### config.mk
export PLATFORM = sky130hd
export DESIGN_NAME = egg_timer_counter
export DESIGN_NICKNAME = d
export VERILOG_FILES = /design/src/rtl/egg_timer_pkg.sv /design/src/rtl/mmss_bcd_counter.sv /design/src/rtl/egg_timer_counter.sv
export SDC_FILE = /design/constraint.sdc
export NUM_CORES = 1
export LEC_CHECK = 0
export CAP_MARGIN = 30
export CORE_MARGIN = 2
export CORE_UTILIZATION = 56
export CTS_BUF_LIST = sky130_fd_sc_hd__clkbuf_8
export CTS_CLUSTER_SIZE = 10
export DETAILED_ROUTE_END_ITERATION = 8
export GPL_TIMING_DRIVEN = 0
export PLACE_DENSITY = 0.81
export SLEW_MARGIN = 20
export SYNTH_ARGS = -nofsm -noshare
export SYNTH_HDL_FRONTEND = slang
export SYNTH_SLANG_ARGS = --single-unit
export TNS_END_PERCENT = 5
### constraint.sdc
create_clock -name clk -period 2.7 [get_ports clk]
set_input_delay 0.54 -clock clk [delete_from_list [all_inputs] [get_ports clk]]
set_output_delay 0.54 -clock clk [all_outputs]
set_load 0.01 [all_outputs]
### src/rtl/egg_timer_pkg.sv
// Shared types, constants and BCD digit helpers for the egg timer countdown core.
//   state_t : controller states (IDLE, RUN, PAUSE, ALARM)
//   bcd_t   : one BCD digit, 0-9
//   bcd_inc : next value of a digit that counts up to 'max', with wrap flag in bit 4
//   bcd_dec : next value of a digit that counts down from 'max', with borrow flag in bit 4
package egg_timer_pkg;

    typedef enum logic [1:0] {
        IDLE  = 2'd0,
        RUN   = 2'd1,
        PAUSE = 2'd2,
        ALARM = 2'd3
    } state_t;

    typedef logic [3:0] bcd_t;

    localparam bcd_t SEC_TENS_MAX = 4'd5;
    localparam bcd_t DIGIT_MAX    = 4'd9;

    // Count up; any value at or above 'max' wraps to 0 so a corrupted digit
    // returns to the legal range on its next increment.
    function automatic logic [4:0] bcd_inc(input bcd_t d, input bcd_t max);
        logic [4:0] res;
        if (d >= max) begin
            res = {1'b1, 4'd0};
        end else begin
            res = {1'b0, d + 4'd1};
        end
        return res;
    endfunction

    // Count down; 0 reloads 'max' and raises the borrow flag.
    function automatic logic [4:0] bcd_dec(input bcd_t d, input bcd_t max);
        logic [4:0] res;
        if (d == 4'd0) begin
            res = {1'b1, max};
        end else if (d > max) begin
            res = {1'b0, max};
        end else begin
            res = {1'b0, d - 4'd1};
        end
        return res;
    endfunction

endpackage

### src/rtl/mmss_bcd_counter.sv
// Registered four-digit MM:SS store used by the egg timer.
//   clk, reset          : clock and synchronous active-high reset
//   load_zero           : force 00:00 (highest priority)
//   dec                 : decrement by one second with BCD borrow (ignored at 00:00)
//   inc_min, inc_sec    : add one minute / one second, each wrapping within its own field
//   min_tens..sec_ones  : registered BCD digits
//   is_zero             : the stored time is 00:00
module mmss_bcd_counter
    import egg_timer_pkg::*;
(
    input  logic       clk,
    input  logic       reset,
    input  logic       load_zero,
    input  logic       inc_min,
    input  logic       inc_sec,
    input  logic       dec,
    output logic [3:0] min_tens,
    output logic [3:0] min_ones,
    output logic [3:0] sec_tens,
    output logic [3:0] sec_ones,
    output logic       is_zero
);

    bcd_t min_tens_r, min_ones_r, sec_tens_r, sec_ones_r;
    bcd_t min_tens_nx_s, min_ones_nx_s, sec_tens_nx_s, sec_ones_nx_s;

    logic [4:0] so_inc_s, st_inc_s, mo_inc_s, mt_inc_s;
    logic [4:0] so_dec_s, st_dec_s, mo_dec_s, mt_dec_s;
    logic       zero_s;
    logic       b_st_s, b_mo_s, b_mt_s;

    assign so_inc_s = bcd_inc(sec_ones_r, DIGIT_MAX);
    assign st_inc_s = bcd_inc(sec_tens_r, SEC_TENS_MAX);
    assign mo_inc_s = bcd_inc(min_ones_r, DIGIT_MAX);
    assign mt_inc_s = bcd_inc(min_tens_r, DIGIT_MAX);

    assign so_dec_s = bcd_dec(sec_ones_r, DIGIT_MAX);
    assign st_dec_s = bcd_dec(sec_tens_r, SEC_TENS_MAX);
    assign mo_dec_s = bcd_dec(min_ones_r, DIGIT_MAX);
    assign mt_dec_s = bcd_dec(min_tens_r, DIGIT_MAX);

    // Borrow ripples upward only while every lower digit is wrapping.
    assign b_st_s = so_dec_s[4];
    assign b_mo_s = b_st_s & st_dec_s[4];
    assign b_mt_s = b_mo_s & mo_dec_s[4];

    assign zero_s = (min_tens_r == 4'd0) && (min_ones_r == 4'd0) &&
                    (sec_tens_r == 4'd0) && (sec_ones_r == 4'd0);

    // Next-time selection: zero load, then decrement, then the two field increments.
    always_comb begin
        min_tens_nx_s = min_tens_r;
        min_ones_nx_s = min_ones_r;
        sec_tens_nx_s = sec_tens_r;
        sec_ones_nx_s = sec_ones_r;
        if (load_zero) begin
            min_tens_nx_s = 4'd0;
            min_ones_nx_s = 4'd0;
            sec_tens_nx_s = 4'd0;
            sec_ones_nx_s = 4'd0;
        end else if (dec && !zero_s) begin
            sec_ones_nx_s = so_dec_s[3:0];
            sec_tens_nx_s = b_st_s ? st_dec_s[3:0] : sec_tens_r;
            min_ones_nx_s = b_mo_s ? mo_dec_s[3:0] : min_ones_r;
            min_tens_nx_s = b_mt_s ? mt_dec_s[3:0] : min_tens_r;
        end else begin
            // Seconds wrap 59->00 without touching the minutes field.
            sec_ones_nx_s = inc_sec ? so_inc_s[3:0] : sec_ones_r;
            sec_tens_nx_s = (inc_sec && so_inc_s[4]) ? st_inc_s[3:0] : sec_tens_r;
            min_ones_nx_s = inc_min ? mo_inc_s[3:0] : min_ones_r;
            min_tens_nx_s = (inc_min && mo_inc_s[4]) ? mt_inc_s[3:0] : min_tens_r;
        end
    end

    // Digit registers.
    always_ff @(posedge clk) begin
        if (reset) begin
            min_tens_r <= 4'd0;
            min_ones_r <= 4'd0;
            sec_tens_r <= 4'd0;
            sec_ones_r <= 4'd0;
        end else begin
            min_tens_r <= min_tens_nx_s;
            min_ones_r <= min_ones_nx_s;
            sec_tens_r <= sec_tens_nx_s;
            sec_ones_r <= sec_ones_nx_s;
        end
    end

    assign min_tens = min_tens_r;
    assign min_ones = min_ones_r;
    assign sec_tens = sec_tens_r;
    assign sec_ones = sec_ones_r;
    assign is_zero  = zero_s;

endmodule

### src/rtl/egg_timer_counter.sv
// Egg timer countdown core: MM:SS time store, 1 Hz prescaler, run/pause/alarm control.
//   clk, reset      : clock and synchronous active-high reset
//   start_stop      : pulse - start (non-zero time), pause, resume, acknowledge alarm
//   clear           : pulse - abort and zero the time from any state
//   inc_min/inc_sec : pulses - edit the time while idle
//   min_tens..sec_ones : registered BCD digits for the display decoders
//   running / alarm : registered state flags
// Same-cycle priority: clear > start_stop > inc_*.
module egg_timer_counter
    import egg_timer_pkg::*;
#(
    parameter int TICK_DIV   = 32'd50000000,
    parameter int ALARM_SECS = 32'd10
)(
    input  logic       clk,
    input  logic       reset,
    input  logic       start_stop,
    input  logic       clear,
    input  logic       inc_min,
    input  logic       inc_sec,
    output logic [3:0] min_tens,
    output logic [3:0] min_ones,
    output logic [3:0] sec_tens,
    output logic [3:0] sec_ones,
    output logic       running,
    output logic       alarm
);

    localparam int              PW         = (TICK_DIV > 32'd1) ? $clog2(TICK_DIV) : 32'd1;
    localparam logic [PW-1:0]   TICK_LAST  = PW'(TICK_DIV - 32'd1);
    localparam logic [PW-1:0]   PRESC_ONE  = PW'(32'd1);
    localparam logic [3:0]      ALARM_LAST = 4'(ALARM_SECS - 32'd1);

    state_t        state_r;
    logic [PW-1:0] presc_r;
    logic [3:0]    alarm_cnt_r;
    logic          running_r;
    logic          alarm_r;

    logic tick_s;
    logic last_sec_s;
    logic is_zero_s;
    logic load_zero_s;
    logic dec_s;
    logic inc_min_s;
    logic inc_sec_s;

    logic [3:0] min_tens_s, min_ones_s, sec_tens_s, sec_ones_s;

    assign tick_s = (presc_r == TICK_LAST);

    // The decrement that lands on 00:00 is the one taken from 00:01.
    assign last_sec_s = (min_tens_s == 4'd0) && (min_ones_s == 4'd0) &&
                        (sec_tens_s == 4'd0) && (sec_ones_s == 4'd1);

    // Digit-store command decode with input priority applied.
    always_comb begin
        load_zero_s = 1'b0;
        dec_s       = 1'b0;
        inc_min_s   = 1'b0;
        inc_sec_s   = 1'b0;
        if (clear) begin
            load_zero_s = 1'b1;
        end else if (start_stop) begin
            // A pause request swallows any tick of the same cycle.
            load_zero_s = 1'b0;
        end else begin
            case (state_r)
                RUN: begin
                    dec_s = tick_s;
                end
                IDLE: begin
                    inc_min_s = inc_min;
                    inc_sec_s = inc_sec;
                end
                default: begin
                    dec_s = 1'b0;
                end
            endcase
        end
    end

    mmss_bcd_counter u_mmss (
        .clk       (clk),
        .reset     (reset),
        .load_zero (load_zero_s),
        .inc_min   (inc_min_s),
        .inc_sec   (inc_sec_s),
        .dec       (dec_s),
        .min_tens  (min_tens_s),
        .min_ones  (min_ones_s),
        .sec_tens  (sec_tens_s),
        .sec_ones  (sec_ones_s),
        .is_zero   (is_zero_s)
    );

    // Controller: state, prescaler, alarm second counter and registered flags.
    always_ff @(posedge clk) begin
        if (reset || clear) begin
            state_r     <= IDLE;
            presc_r     <= {PW{1'b0}};
            alarm_cnt_r <= 4'd0;
            running_r   <= 1'b0;
            alarm_r     <= 1'b0;
        end else begin
            case (state_r)
                IDLE: begin
                    // Held at zero so the first running second is a full one.
                    presc_r     <= {PW{1'b0}};
                    alarm_cnt_r <= 4'd0;
                    alarm_r     <= 1'b0;
                    if (start_stop && !is_zero_s) begin
                        state_r   <= RUN;
                        running_r <= 1'b1;
                    end else begin
                        running_r <= 1'b0;
                    end
                end
                RUN: begin
                    if (start_stop) begin
                        state_r   <= PAUSE;
                        running_r <= 1'b0;
                        // Fraction is frozen; a tick due this cycle is dropped.
                        if (tick_s) begin
                            presc_r <= {PW{1'b0}};
                        end else begin
                            presc_r <= presc_r;
                        end
                    end else if (tick_s) begin
                        presc_r <= {PW{1'b0}};
                        if (last_sec_s) begin
                            state_r     <= ALARM;
                            running_r   <= 1'b0;
                            alarm_r     <= 1'b1;
                            alarm_cnt_r <= 4'd0;
                        end else begin
                            state_r <= RUN;
                        end
                    end else begin
                        presc_r <= presc_r + PRESC_ONE;
                    end
                end
                PAUSE: begin
                    if (start_stop) begin
                        state_r   <= RUN;
                        running_r <= 1'b1;
                    end else begin
                        state_r <= PAUSE;
                    end
                end
                ALARM: begin
                    if (start_stop) begin
                        state_r     <= IDLE;
                        alarm_r     <= 1'b0;
                        presc_r     <= {PW{1'b0}};
                        alarm_cnt_r <= 4'd0;
                    end else if (tick_s) begin
                        presc_r <= {PW{1'b0}};
                        if (alarm_cnt_r >= ALARM_LAST) begin
                            state_r     <= IDLE;
                            alarm_r     <= 1'b0;
                            alarm_cnt_r <= 4'd0;
                        end else begin
                            alarm_cnt_r <= alarm_cnt_r + 4'd1;
                        end
                    end else begin
                        presc_r <= presc_r + PRESC_ONE;
                    end
                end
                default: begin
                    state_r     <= IDLE;
                    presc_r     <= {PW{1'b0}};
                    alarm_cnt_r <= 4'd0;
                    running_r   <= 1'b0;
                    alarm_r     <= 1'b0;
                end
            endcase
        end
    end

    assign min_tens = min_tens_s;
    assign min_ones = min_ones_s;
    assign sec_tens = sec_tens_s;
    assign sec_ones = sec_ones_s;
    assign running  = running_r;
    assign alarm    = alarm_r;

endmodule

==> results.yml <==
placement:
  dp_hpwl_mm: 7.51
  gp_congestion: 0.922
  dpl_worst_slack_ns: -0.457
  port_buffers: 23
  dp_cells: 614
  dpl_cell_area_um2: 4300
global_routing:
  grt_max_degree: 16
  antenna_found_initial: 0
  grt_usage_pct: 28.2
  grt_overflow_total: 0
  grt_pass1_vias: 3716
  grt_pass1_wl_mm: 17.6
yosys:
  synth_top_family_by_area: "simple AND/OR/NAND/NOR gates"
  synth_xor_area_share_pct: 1.33
  muxShareOfSynthArea_pct: 4.91
  synth_edf_count: 0
  yosys.area_share.adder_pct: 7.60
  yosysSeqAreaShare_pct: 25.3
  ys_warn_count: 0
  async_reset_ff_share_pct: 0
  synth.distinct_cells: 70
  synth_compound_area_share_pct: 24.0
  synthFlopType: "dfxtp_1"
  ys_ff_latch: 50
  syn_area_um2: 3950
  syn_nets: 525
  synth_area_per_cell_um2: 7.98
  synth-simple-area-share_pct: 30.6
  synthCells: 495
floorplan:
  die_area_um2: 7750
  design.core.area_um2: 6790
  initial_core_util_pct: 58.2
  rows: 30
  die_h_um: 88.0
  die_w_um: 88.0
  io_pins: 24
routing:
  via_per_inst: 6.61
  dr.first_iter.drc_count: 283
  drc: 0
  final_antenna_net_count: 0
  wl_per_cell_um: 17.1
  vias: 4119
  wl_mm: 10.7
  dr.pass1.iters: 6
worst_setup_path:
  crit_path_top_delay_cell: "or4_1"
  crit-reg2reg-capture: "u_mmss.sec_tens[2]"
  r2r_setup_slack_ns: 0.08
  cp_top_family: "simple AND/OR/NAND/NOR gates"
  reg2reg_from: "state_r[1]"
  crit_start: "state_r[1]"
  crit_path_max_incr_delay_ns: 0.40
  critPathLaunchType: "flip-flop"
  cp.arrival_ns: 2.82
  required_ns: 2.91
  crit_path_end_kind: "flip-flop"
  crit_cells: 9
  cp_max_fo: 10
  critPathKind: "flip-flop to flip-flop"
  reg2regPathDepth: 9
  cp_cell_sequence: "inv_2 -> ha_1 -> buf_6 -> or3b_1 -> or4_1 -> buf_4 -> nor4_2 -> a311oi_1 -> o31a_1"
  path_buf_inv: 3
clock_network:
  cts_hold_buffers: 0
  clockRootBuffer: "clkbuf_8"
  tritoncts: "yes"
  clk_latency_ns: 0.31
  tritoncts.num_buffers: 5
  numClockSinks: 50
  cts.path.max_buffers: 2
  path_clk_slew_ns: 0.10
  htreeDepth: 2
cells_and_area:
  antennaDiodeCount: 0
  final_common_cell: "dfxtp_1"
  syn_to_final_growth_pct: 13.1
  final_layout_size_suffix_gt1_share_pct: 8.35
  fin_util_pct: 65.8
  fin_cells: 623
  mostFrequentLayoutCells: "dfxtp_1, a21oi_1, nand2_1, inv_1, clkbuf_1"
  fillers: 585
  fin_area_um2: 4470
  layout.nets: 556
hold_path:
  holdPathEnd: "presc_r[14]"
  min_path_type: "flip-flop to flip-flop"
  whs_path_depth: 2
  hold_path.startpoint: "presc_r[14]"
sta:
  min_period_ns: 2.62
  fmax_ghz: 0.382
  maxSlewHeadroom_pct: 48.1
  worst_pin_slew_ns: 0.767
  slew_viol_final: 0
  finalWorstSetupSlack_ns: 0.0842
  setup_viol: 0
  skew_ns: 0.00649
  finalCritPeriodShare_pct: 96.9
  finalHoldViolCount: 0
  grt_setup_unrepaired: "yes"
outcome:
  outcome: "completed"
power_and_ir_drop:
  p_per_area_nw_per_um2: 317
  p_leak_nw: 1.49
  peakVddDrop_v: 0.000167
flow_run:
  max_cap_viol_count: 0
-- synth_stat cells (9+ instances only) --
cell type	n	area (um2)
a211oi_1	10	75.1
a21oi_1	41	205
clkbuf_1	27	101
dfxtp_1	50	1000
ha_1	24	300
inv_1	26	97.6
mux2i_1	16	160
nand2_1	32	120
nand3_1	15	75.1
nand4_1	12	75.1
nor2_1	24	90.1
nor3_1	15	75.1
nor3b_1	9	67.6
nor4_1	9	56.3
o211ai_1	13	97.6
o21ai_0	17	85.1
o31ai_1	14	105
or3_1	14	87.6
or4_1	13	97.6
-- cells by family after synthesis --
family                   after synthesis
adder cells (fa/ha/maj)               24
XOR/XNOR                               6
AO/OA/AOI/OAI                        142
flip-flops                            50
AND/OR/NAND/NOR                      194
buffers and inverters                 61
multiplexers                          18
-- routing by layer --
metal	vias to the layer above	wire length [um]	share of wire (%)	GRT usage, %
met3	23	793	7.4	3.30
met5	-	0	0	0
met4	0	177	1.7	9.50
li1	1958	-	-	-
met1	1950	4830	45	41.5
met2	188	4860	46	42.9
-- what timing repair did --
action	in CTS	in global routing
setup buffers	1	0
pin swaps	1	3
resized for setup	3	19
gates cloned	0	0
endpoints found under the setup margin	3	30
-- stage by stage --
step / hold WS [ns] / total power [mW] / TNS (ns)
after floorplan: 0.454 / 0.908 / 0
after global placement: 0.467 / 0.959 / -2.52
after detailed placement: 0.477 / 0.963 / -2.74
after CTS: 0.495 / 1.41 / 0
after global routing: 0.519 / 1.46 / -0.163
final: 0.499 / 1.42 / 0
-- worst min-delay path, stage by stage (launching register included) --
cell and delay, ns:
dfxtp_1 0.34, o31ai_1 0.07, a21oi_1 0.05
-- sequential cells by signal (all words and copies together) (netlist names) --
| register | flops |
|---|---|
| alarm_cnt_r | 4 |
| running | 1 |
| u_mmss.min_ones | 4 |
| u_mmss.sec_ones | 4 |
| state_r | 2 |
| u_mmss.min_tens | 4 |
| u_mmss.sec_tens | 4 |
| alarm | 1 |
| presc_r | 26 |
-- worst max path at each step --
stage	end	slack [ns]
floorplan	u_mmss.sec_ones[2]	0.18
global placement	u_mmss.sec_ones[2]	-0.43
detailed placement	u_mmss.sec_ones[2]	-0.46
CTS	u_mmss.sec_ones[2]	0.007
global route	u_mmss.sec_ones[2]	-0.05
finish	u_mmss.sec_tens[2]	0.08
-- final cells by class --
| cell class | instances | area [um2] | share of cell area [%] |
|---|---|---|---|
| plain buffers | 35 | 156 | 3.50 |
| flip-flops and latches | 50 | 1000 | 22.5 |
| clock buffers | 5 | 68.8 | 1.54 |
| repair buffers | 24 | 239 | 5.35 |
| well taps | 96 | 120 | 2.69 |
| multi-input cells | 384 | 2770 | 61.9 |
| inverters | 26 | 97.6 | 2.18 |
| clock inverters | 3 | 17.5 | 0.392 |
-- where the power goes --
part | switching [mW] | internal, mW | leakage, nW
registers | 0.00908 | 0.744 | 0.404
logic | 0.128 | 0.0813 | 1.03
clock network | 0.275 | 0.180 | 0.0493
total | 0.412 | 1.01 | 1.49
Power figures use the tool's default switching activity.
